--- config.mk ---
export PLATFORM = sky130hd
export DESIGN_NAME = sd_emmc_iddr_deser_flat
export DESIGN_NICKNAME = d
export VERILOG_FILES = /design/src/rtl/sd_emmc_iddr_deser_if.sv /design/src/rtl/sd_emmc_iddr_deser.sv /design/src/flat_wrapper.sv
export SDC_FILE = /design/constraint.sdc
export NUM_CORES = 1
export LEC_CHECK = 0
export BUFFER_PORTS_ARGS = -buffer_cell sky130_fd_sc_hd__clkbuf_2
export CORE_UTILIZATION = 55
export CTS_CLUSTER_DIAMETER = 50
export DETAILED_ROUTE_END_ITERATION = 16
export PLACE_DENSITY = 0.79
export SETUP_SLACK_MARGIN = 0.02
export SYNTH_ARGS = -nofsm -noshare
export SYNTH_HDL_FRONTEND = slang
export SYNTH_SLANG_ARGS = --single-unit
--- constraint.sdc ---
create_clock -name clock -period 4.05 [get_ports clock]
set_input_delay 0.405 -clock clock [delete_from_list [all_inputs] [get_ports clock]]
set_output_delay 0.405 -clock clock [all_outputs]
set_load 0.02 [all_outputs]
--- src/rtl/sd_emmc_iddr_deser_if.sv ---
// Handshake/data bundle for sd_emmc_iddr_deser: DAT lines and control in, assembled words and status out.
interface sd_emmc_iddr_deser_if #(
    parameter int DATA_W = 8,
    parameter int WORD_W = 32
);
    logic [DATA_W-1:0] in_data;
    logic              arm;
    logic              ddr_mode;
    logic [WORD_W-1:0] word_data;
    logic              word_valid;
    logic              word_ready;
    logic              busy;
    logic              done;
    logic              overflow;
    logic              timeout;

    modport master (
        output in_data, arm, ddr_mode, word_ready,
        input  word_data, word_valid, busy, done, overflow, timeout
    );

    modport slave (
        input  in_data, arm, ddr_mode, word_ready,
        output word_data, word_valid, busy, done, overflow, timeout
    );
endinterface

--- src/rtl/sd_emmc_iddr_deser.sv ---
// eMMC DAT-line block receiver: SDR/DDR capture, word assembly (MSB first), one-entry output buffer.
// Define SD_EMMC_IDDR_TIMEOUT_EN to enable the start-bit timeout (TIMEOUT_CYC clocks).
module sd_emmc_iddr_deser #(
    parameter int DATA_W      = 8,
    parameter int WORD_W      = 32,
    parameter int BLK_BYTES   = 512,
    parameter int TIMEOUT_CYC = 1024
) (
    input  logic                clock,
    input  logic                reset_n,
    sd_emmc_iddr_deser_if.slave io
);
    localparam int BLK_BITS = BLK_BYTES * 8;
    localparam int CNT_W    = $clog2(BLK_BITS + 1);
    localparam logic [CNT_W-1:0] BLK_C  = CNT_W'(BLK_BITS);
    localparam logic [CNT_W-1:0] WORD_C = CNT_W'(WORD_W);
    localparam logic [CNT_W-1:0] STEP_S = CNT_W'(DATA_W);
    localparam logic [CNT_W-1:0] STEP_D = CNT_W'(2 * DATA_W);

    if ((WORD_W % (2 * DATA_W)) != 0 || (BLK_BITS % WORD_W) != 0 || TIMEOUT_CYC < 1) begin : g_bad_cfg
        $error("sd_emmc_iddr_deser: illegal parameter combination");
    end

    typedef enum logic [1:0] {IDLE, WAIT_START, CAPTURE, DONE} state_t;
    state_t state, nxt;

    logic              ddr_q, pair_vld;
    logic [DATA_W-1:0] rise_q, fall_q;
    logic [WORD_W-1:0] asm_q, asm_nxt, word_q;
    logic [CNT_W-1:0]  bit_cnt, wbit_cnt, step;
    logic              vld_q, ovf_q;
    logic              arm_go, start_bit, shift_en, word_done, last;

    assign start_bit = (io.in_data == '0);
    assign arm_go    = (state == IDLE) && io.arm;
    // DDR shifts one cycle late: the pair needs the falling sample that follows the rising one.
    assign shift_en  = (state == CAPTURE) && (!ddr_q || pair_vld);
    assign word_done = shift_en && ((wbit_cnt + step) == WORD_C);
    assign last      = shift_en && ((bit_cnt + step) == BLK_C);

    always_comb begin
        step    = ddr_q ? STEP_D : STEP_S;
        asm_nxt = ddr_q ? ((asm_q << (2 * DATA_W)) | WORD_W'({rise_q, fall_q}))
                        : ((asm_q << DATA_W) | WORD_W'(io.in_data));
    end

`ifdef SD_EMMC_IDDR_TIMEOUT_EN
    localparam int TMO_W = $clog2(TIMEOUT_CYC + 1);
    localparam logic [TMO_W-1:0] TMO_LAST = TMO_W'(TIMEOUT_CYC - 1);
    logic [TMO_W-1:0] tmo_cnt;
    logic             tmo_q, tmo_hit;

    assign tmo_hit = (state == WAIT_START) && !start_bit && (tmo_cnt == TMO_LAST);

    always_ff @(posedge clock or negedge reset_n) begin
        if (!reset_n) begin
            tmo_cnt <= '0;
            tmo_q   <= 1'b0;
        end else begin
            tmo_q   <= tmo_hit;
            tmo_cnt <= (state == WAIT_START) ? tmo_cnt + 1'b1 : '0;
        end
    end

    assign io.timeout = tmo_q;
`else
    assign io.timeout = 1'b0;
`endif

    always_ff @(posedge clock or negedge reset_n) begin
        if (!reset_n) state <= IDLE;
        else          state <= nxt;
    end

    always_comb begin
        nxt = state;
        case (state)
            IDLE:       if (io.arm) nxt = WAIT_START;
            WAIT_START: begin
                if (start_bit) nxt = CAPTURE;
`ifdef SD_EMMC_IDDR_TIMEOUT_EN
                else if (tmo_hit) nxt = IDLE;
`endif
            end
            CAPTURE:    if (last) nxt = DONE;
            DONE:       nxt = IDLE;
            default:    nxt = IDLE;
        endcase
    end

    always_comb begin
        io.busy = (state != IDLE);
        io.done = (state == DONE);
    end

    always_ff @(negedge clock or negedge reset_n) begin
        if (!reset_n) fall_q <= '0;
        else          fall_q <= io.in_data;
    end

    always_ff @(posedge clock or negedge reset_n) begin
        if (!reset_n) begin
            ddr_q    <= 1'b0;
            pair_vld <= 1'b0;
            rise_q   <= '0;
            asm_q    <= '0;
            bit_cnt  <= '0;
            wbit_cnt <= '0;
        end else begin
            rise_q   <= io.in_data;
            pair_vld <= (state == CAPTURE);
            if (arm_go) begin
                ddr_q    <= io.ddr_mode;
                asm_q    <= '0;
                bit_cnt  <= '0;
                wbit_cnt <= '0;
            end else if (shift_en) begin
                asm_q    <= asm_nxt;
                bit_cnt  <= bit_cnt + step;
                wbit_cnt <= word_done ? '0 : wbit_cnt + step;
            end
        end
    end

    // A finished word is dropped, never stalls capture, when the held word is not being taken.
    always_ff @(posedge clock or negedge reset_n) begin
        if (!reset_n) begin
            word_q <= '0;
            vld_q  <= 1'b0;
            ovf_q  <= 1'b0;
        end else begin
            if (word_done) begin
                if (!vld_q || io.word_ready) begin
                    word_q <= asm_nxt;
                    vld_q  <= 1'b1;
                end else begin
                    ovf_q  <= 1'b1;
                end
            end else if (vld_q && io.word_ready) begin
                vld_q <= 1'b0;
            end
            if (arm_go) ovf_q <= 1'b0;
        end
    end

    assign io.word_data  = word_q;
    assign io.word_valid = vld_q;
    assign io.overflow   = ovf_q;
endmodule

--- src/flat_wrapper.sv ---
// flat-port wrapper written by rule: the top's interface ports become plain ports
module sd_emmc_iddr_deser_flat 
#(
    parameter int DATA_W      = 8,
    parameter int WORD_W      = 32,
    parameter int BLK_BYTES   = 512,
    parameter int TIMEOUT_CYC = 1024
)
  (clock, reset_n, io_in_data, io_arm, io_ddr_mode, io_word_ready, io_word_data, io_word_valid, io_busy, io_done, io_overflow, io_timeout);
  sd_emmc_iddr_deser_if #(.DATA_W(DATA_W), .WORD_W(WORD_W)) io_i ();
  input  logic clock;
  input  logic reset_n;
  input wire logic [$bits(io_i.in_data)-1:0] io_in_data;
  input wire logic [$bits(io_i.arm)-1:0] io_arm;
  input wire logic [$bits(io_i.ddr_mode)-1:0] io_ddr_mode;
  input wire logic [$bits(io_i.word_ready)-1:0] io_word_ready;
  output wire logic [$bits(io_i.word_data)-1:0] io_word_data;
  output wire logic [$bits(io_i.word_valid)-1:0] io_word_valid;
  output wire logic [$bits(io_i.busy)-1:0] io_busy;
  output wire logic [$bits(io_i.done)-1:0] io_done;
  output wire logic [$bits(io_i.overflow)-1:0] io_overflow;
  output wire logic [$bits(io_i.timeout)-1:0] io_timeout;
  assign io_i.in_data = io_in_data;
  assign io_i.arm = io_arm;
  assign io_i.ddr_mode = io_ddr_mode;
  assign io_i.word_ready = io_word_ready;
  assign io_word_data = io_i.word_data;
  assign io_word_valid = io_i.word_valid;
  assign io_busy = io_i.busy;
  assign io_done = io_i.done;
  assign io_overflow = io_i.overflow;
  assign io_timeout = io_i.timeout;
  sd_emmc_iddr_deser #(.DATA_W(DATA_W), .WORD_W(WORD_W), .BLK_BYTES(BLK_BYTES), .TIMEOUT_CYC(TIMEOUT_CYC)) u_core (.clock(clock), .reset_n(reset_n), .io(io_i));
endmodule
==> reports/metrics.cfg, run 1 <==
[outcome]
status = completed

[clock_network]
postCtsResizedCells = 0
cts_htree_levels = 3
holdBufCountCts = 0
cts_tree = yes
cts_buffer_depth = 2
path_clk_slew_ns = 0.10
cts_buffers = 9
post_cts_buffers = 0
cts_sinks = 98
cts_root_buf = clkbuf_8
clk_latency_ns = 0.37

[floorplan]
fp-row-count = 33
core_um2 = 8260
initial_core_util_pct = 57.0
die_area_um2 = 8930
die_y_um = 94.5
io_pins = 50
fp.dieW_um = 94.5

[logic_synthesis]
syn_nets = 433
synth_seq_cells = 98
yosysWarnings = 0
yosysSeqAreaShare_pct = 52.1
postSynthCellCount = 409
synthFlopType = dfrtp_1
synthesis.area_um2 = 4710
async_flop_share_pct = 100
synth_edf_count = 0
yosysUniqueCellTypes = 51
synth.avg_cell_area_um2 = 11.5

[routing]
detail_route.drc_violations = 0
first_pass_iters = 4
wire_per_inst_um = 16.1
wl_um = 9050
initialDrtViolationCount = 129
vias = 3098
ant_nets = 0
vias_per_cell = 5.51

[timing]
maxSlewHeadroom_pct = 33.6
rsz0062_at_grt = no
setup_viol = 0
hold_ws_ns = 0.0412
fin_setup_tns_ns = 0
worst_slew_pin_slew_ns = 0.997
fin_ws_ns = 1.06
skew_ns = 0.0311
hold_violations = 0
slew_violations = 0

[placed_design]
port_buffers = 48
dp_slack_ns = 1.04
place_hpwl_um = 6100
gp_congestion = 0.854

[layout]
area_delta_synth_final_pct = 10.7
final_cell_mix = dfrtp_1 (90), nand2_1 (65), clkbuf_2 (47)
multi_input_area_um2 = 2090
seqCellArea_um2 = 2450
insertedDiodeCount = 0
nNetsFinal = 476
nFillCells = 653
final_common_cell = dfrtp_1
drive_above_1_share_pct = 30.6

[pwr]
p_total_mw = 3.43
combPwrFrac_pct = 41.8
p_seq_share_pct = 40.4
ir_drop_v = 0.000339
power_frac_clock_pct = 17.8
leakage_nw = 2.60
switchingPower_mw = 1.35
swShare_pct = 39.3
internal_power_mw = 2.08
pwr_density_cell_nw_per_um2 = 659

[critical_path]
path_class = reg2reg
rrSetupSlack_ns = 1.06
cp_slowest_cell = dfrtn_1
worstReg2RegStart = u_core.fall_q[6]
cp_max_fo = 2
critical_path.cell_chain = mux2_2 > mux2_4
crit_path_end_kind = register
cp.required_ns = 4.30
path_delay_family = multiplexers
worstPathArrival_ns = 3.24
worst_r2r_path_depth = 2
critPathBufInv = 0
rr_endpoint = u_core.io.word_data[6]
max_stage_delay_ns = 0.33
cp-start-kind = register

[grt]
grt_pass1_wl_um = 15000
overflow = 0
grt_use_total_pct = 22.0
grt_pass1_vias = 3100
antenna_found_initial = 0
grt_max_degree = 49

[run]
maxCapViolCount = 0

[min_path]
hp-class = in2async

-- how the worst max path moves through the flow --
| stage | endpoint | from | cells past startpoint | slack [ns] |
|---|---|---|---|---|
| 2_1_floorplan | u_core.io.word_data[10] | u_core.ddr_q | 11 | 0.72 |
| 3_3_place_gp | u_core.io.word_data[5] | u_core.fall_q[5] | 2 | 1.08 |
| 4_1_cts | u_core.io.word_data[6] | u_core.fall_q[6] | 2 | 1.07 |
| 5_1_grt | u_core.io.word_data[14] | u_core.ddr_q | 8 | 0.95 |
| 3_5_place_dp | u_core.io.word_data[4] | u_core.fall_q[4] | 2 | 1.04 |
| 6_report | u_core.io.word_data[6] | u_core.fall_q[6] | 2 | 1.06 |
-- per-layer routing --
layer  up-vias  track usage [%]  share of wire [%]
met5         -                0                  0
met4         0             7.20                1.5
met3        12             4.91                3.1
met2        52             37.1                 51
met1      1561             28.1                 44
li1       1473                -                  -
-- cell type report --
class | instances | share of cell area, %
clock buffers | 10 | 2.64
clock inverters | 6 | 1.06
inverters | 12 | 0.864
multi-input cells | 276 | 40.2
flip-flops and latches | 98 | 47.1
well taps | 105 | 2.52
repair buffers | 55 | 5.67
-- sequential cells by signal, summed over array words and instances (netlist names) --
name	flops
u_core.state	2
u_core.io.word_valid	1
u_core.ddr_q	1
u_core.asm_q	24
u_core.pair_vld	1
u_core.io.word_data	32
u_core.fall_q	8
u_core.rise_q	8
u_core.bit_cnt	10
u_core.wbit_cnt	10
u_core.io.overflow	1
-- worst reg2reg max path: stages (launching register included) --
cell	delay, ns
dfrtn_1	0.33
mux2_2	0.28
mux2_4	0.27
-- kinds of logic after synthesis --
family	after synthesis	share of synthesized area, %
AOI/OAI and AO/OA	45	5.98
xor gates and xnor gates	21	3.91
adders and majority gates	11	3.24
buffers and inverters	35	3.40
DFF	98	52.1
muxes	67	18.1
other	1	0.0797
and+or+nand+nor	131	13.2
-- through the flow --
| step | utilization (%) | cells | area (µm²) |
|---|---|---|---|
| 5_1_grt | 63.1 | 562 | 5210 |
| 3_5_place_dp | 60.8 | 546 | 5020 |
| 2_1_floorplan | - | 409 | 4710 |
| 3_3_place_gp | 60.8 | 546 | 5020 |
| 4_1_cts | 63.1 | 562 | 5210 |
| 6_report | 63.1 | 562 | 5210 |
-- power by group through the flow --
stage | sequential [mW] | combinational, mW | clock (mW)
2_1_floorplan | 1.48 | 0.986 | 0
3_3_place_gp | 1.39 | 1.39 | 0
3_5_place_dp | 1.40 | 1.44 | 0
4_1_cts | 1.39 | 1.45 | 0.632
5_1_grt | 1.42 | 1.58 | 0.666
6_report | 1.39 | 1.43 | 0.612
-- synth_stat cells, types with 2 or more instances --
cell | instances | share of area, %
mux2_2 | 32 | 7.7
xnor2_1 | 6 | 1.1
buf_6 | 3 | 0.72
nand2b_1 | 3 | 0.40
clkbuf_1 | 13 | 1.0
a21oi_1 | 27 | 2.9
nand3_1 | 7 | 0.74
fa_1 | 2 | 0.85
dfrtn_1 | 8 | 4.3
nand4_1 | 7 | 0.93
buf_1 | 4 | 0.32
dfrtp_1 | 90 | 48
a211oi_1 | 3 | 0.48
and3_1 | 2 | 0.27
nor2_1 | 25 | 2.0
and2_1 | 3 | 0.40
o21ai_0 | 4 | 0.43
nand2_1 | 65 | 5.2
inv_1 | 12 | 0.96
xor2_1 | 15 | 2.8
nor3_1 | 4 | 0.43
or4_1 | 2 | 0.32
ha_1 | 9 | 2.4
mux2i_1 | 7 | 1.5
mux2_4 | 28 | 8.9
buf_2 | 2 | 0.21
a21o_1 | 2 | 0.32
No activity file was read; power rests on OpenSTA's default activity.
==> inputs of run 2 (changes only) <==
--- a/config.mk
+++ b/config.mk
@@ -6,10 +6,10 @@
 export NUM_CORES = 1
 export LEC_CHECK = 0
 export BUFFER_PORTS_ARGS = -buffer_cell sky130_fd_sc_hd__clkbuf_2
-export CORE_UTILIZATION = 55
+export CORE_UTILIZATION = 53
 export CTS_CLUSTER_DIAMETER = 50
 export DETAILED_ROUTE_END_ITERATION = 16
-export PLACE_DENSITY = 0.79
+export PLACE_DENSITY = 0.8
 export SETUP_SLACK_MARGIN = 0.02
 export SYNTH_ARGS = -nofsm -noshare
 export SYNTH_HDL_FRONTEND = slang
==> constraint.sdc (replaced) <==
create_clock -name clock -period 2.5 [get_ports clock]
set_input_delay 0.25 -clock clock [delete_from_list [all_inputs] [get_ports clock]]
set_output_delay 0.25 -clock clock [all_outputs]
set_load 0.02 [all_outputs]
==> run 2 against run 1 <==
  * The run now ends with negative setup slack left
  * Clock skew grew 0.0015 ns
  * Global-route usage is essentially flat
  * Final cell count rose by 4.4%
==> reports/metrics.cfg, run 2 (synthesis results as in run 1) <==
[outcome]
status = complete, but fails checks
violations = negative setup slack

[floorplan]
fp.dieW_um = 96.2
fp-row-count = 34
die_y_um = 96.2
initial_core_util_pct = 54.2
io_pins = 50
core_um2 = 8680
die_area_um2 = 9260

[layout]
final_cell_area_um2 = 5490
drive_above_1_share_pct = 35.1
fin_util_pct = 63.3
layout.cells.non_filler = 587
area_delta_synth_final_pct = 16.7
largest_reg_flops = 32
nNetsFinal = 498
insertedDiodeCount = 0
final_cell_mix = dfrtp_1 (89), nand2_1 (65), clkbuf_2 (47)
final_common_cell = dfrtp_1

[routing]
vias = 3228
detail_route.drc_violations = 0
first_pass_iters = 4
wire_per_inst_um = 16.0
ant_nets = 0
vias_per_cell = 5.50
initialDrtViolationCount = 116
wl_um = 9380

[grt]
grt_use_total_pct = 22.0
grt_pass1_vias = 3244
grt_pass1_wl_um = 15500
antenna_found_initial = 0
overflow = 0
grt_max_degree = 37

[clock_network]
clk_latency_ns = 0.38
cts_htree_levels = 3
cts_tree = yes
cts_buffers = 9
cts_sinks = 98
cts_root_buf = clkbuf_8
cts_buffer_depth = 2
path_clk_slew_ns = 0.10

[timing]
setup_viol = 31
fin_ws_ns = -0.0776
slew_violations = 0
finalCritPeriodShare_pct = 103
skew_ns = 0.0326
rsz0062_at_grt = yes
period_needed_ns = 2.58
hold_violations = 0
hold_ws_ns = 0.00776
fmax_mhz = 388
worst_slew_pin_slew_ns = 0.633
maxSlewHeadroom_pct = 57.8

[critical_path]
crit_path_end_kind = register
cp-startpoint = u_core.ddr_q
worstReg2RegStart = u_core.ddr_q
path_class = reg2reg
worst_r2r_path_depth = 8
rr_endpoint = u_core.io.word_data[22]
crit_end = u_core.io.word_data[22]
cp-start-kind = register
worstPathArrival_ns = 2.84
cp_max_fo = 16
rrSetupSlack_ns = -0.08
cp.required_ns = 2.76

[placed_design]
port_buffers = 48
dp_cells = 565
place_hpwl_um = 6290
gp_congestion = 0.791
placed_cell_area_um2 = 5190

[pwr]
p_seq_share_pct = 38.8
switchingPower_mw = 2.29
internal_power_mw = 3.54
combPwrFrac_pct = 44.5
leakage_nw = 2.72
ir_drop_v = 0.000435
power_frac_clock_pct = 16.8
p_total_mw = 5.82
swShare_pct = 39.3
pwr_density_cell_nw_per_um2 = 1060

[min_path]
hold_start = io_in_data[5]
hp-class = in2reg

[run]
maxCapViolCount = 0

-- run 2: cell types whose count changed in the layout (fill, tap and decap cells not counted), moves of 2 or more --
cell | before | now
clkinvlp_4 | 0 | 2
buf_4 | 8 | 24
fa_2 | 0 | 2
buf_6 | 0 | 2
clkinv_4 | 3 | 0
buf_12 | 0 | 2
fa_1 | 2 | 0
-- run 2: what timing repair did --
| action | CTS | global route |
|---|---|---|
| pin swaps | 4 | 3 |
| endpoints found under the setup margin | 32 | 34 |
| buffers inserted | 3 | 1 |
| gates cloned | 1 | 0 |
| gates resized for setup | 5 | 5 |
| endpoints found under the hold margin | 25 | 0 |
| hold buffers | 1 | 0 |
-- run 2: worst min path at each step --
stage	end	depth (start not counted)	slack (ns)
after global routing	u_core.rise_q[0]	1	0.01
after detailed placement	u_core.asm_q[4]	1	0.23
after global placement	u_core.rise_q[4]	1	0.23
after CTS	u_core.rise_q[5]	1	0.004
final	u_core.rise_q[5]	1	0.008
after floorplan	u_core.asm_q[0]	0	-0.05
-- run 2: power by group through the flow --
| stage | registers (mW) | clock network [mW] | logic (mW) |
|---|---|---|---|
| 5_1_grt | 2.32 | 1.05 | 2.85 |
| 6_report | 2.26 | 0.977 | 2.59 |
| 2_1_floorplan | 2.40 | 0 | 1.66 |
| 4_1_cts | 2.25 | 0.994 | 2.57 |
| 3_5_place_dp | 2.28 | 0 | 2.50 |
| 3_3_place_gp | 2.26 | 0 | 2.40 |
-- run 2: worst max-delay path: stages (launching register included) --
cell     delay, ns
dfrtp_2       0.46
buf_4         0.16
fa_2          0.36
and3_4        0.19
a311o_1       0.35
nor3_4        0.24
nand4_4       0.18
buf_12        0.22
mux2_4        0.30
-- run 2: routing by layer --
metal | track usage, % | share of wire, %
met5 | 0 | 0
met4 | 8.96 | 2.2
met3 | 4.42 | 3.0
met2 | 37.1 | 51
met1 | 27.5 | 44
-- run 2: metrics by stage --
step	setup WS, ns	TNS (ns)
detailed placement	-0.0325	-0.753
finish	-0.0776	-1.88
global route	-0.161	-4.22
CTS	-0.0151	-0.0921
global placement	0.0388	0
floorplan	-0.282	-8.38
-- run 2: layout make-up --
| type | instances | area (µm²) |
|---|---|---|
| inverters | 12 | 50.0 |
| clock inverters | 6 | 55.1 |
| clock buffers | 10 | 128 |
| multi-input cells | 276 | 2160 |
| repair buffers | 77 | 515 |
| flip-flops and latches | 98 | 2450 |
| well taps | 108 | 135 |
| fillers | 657 | 3190 |
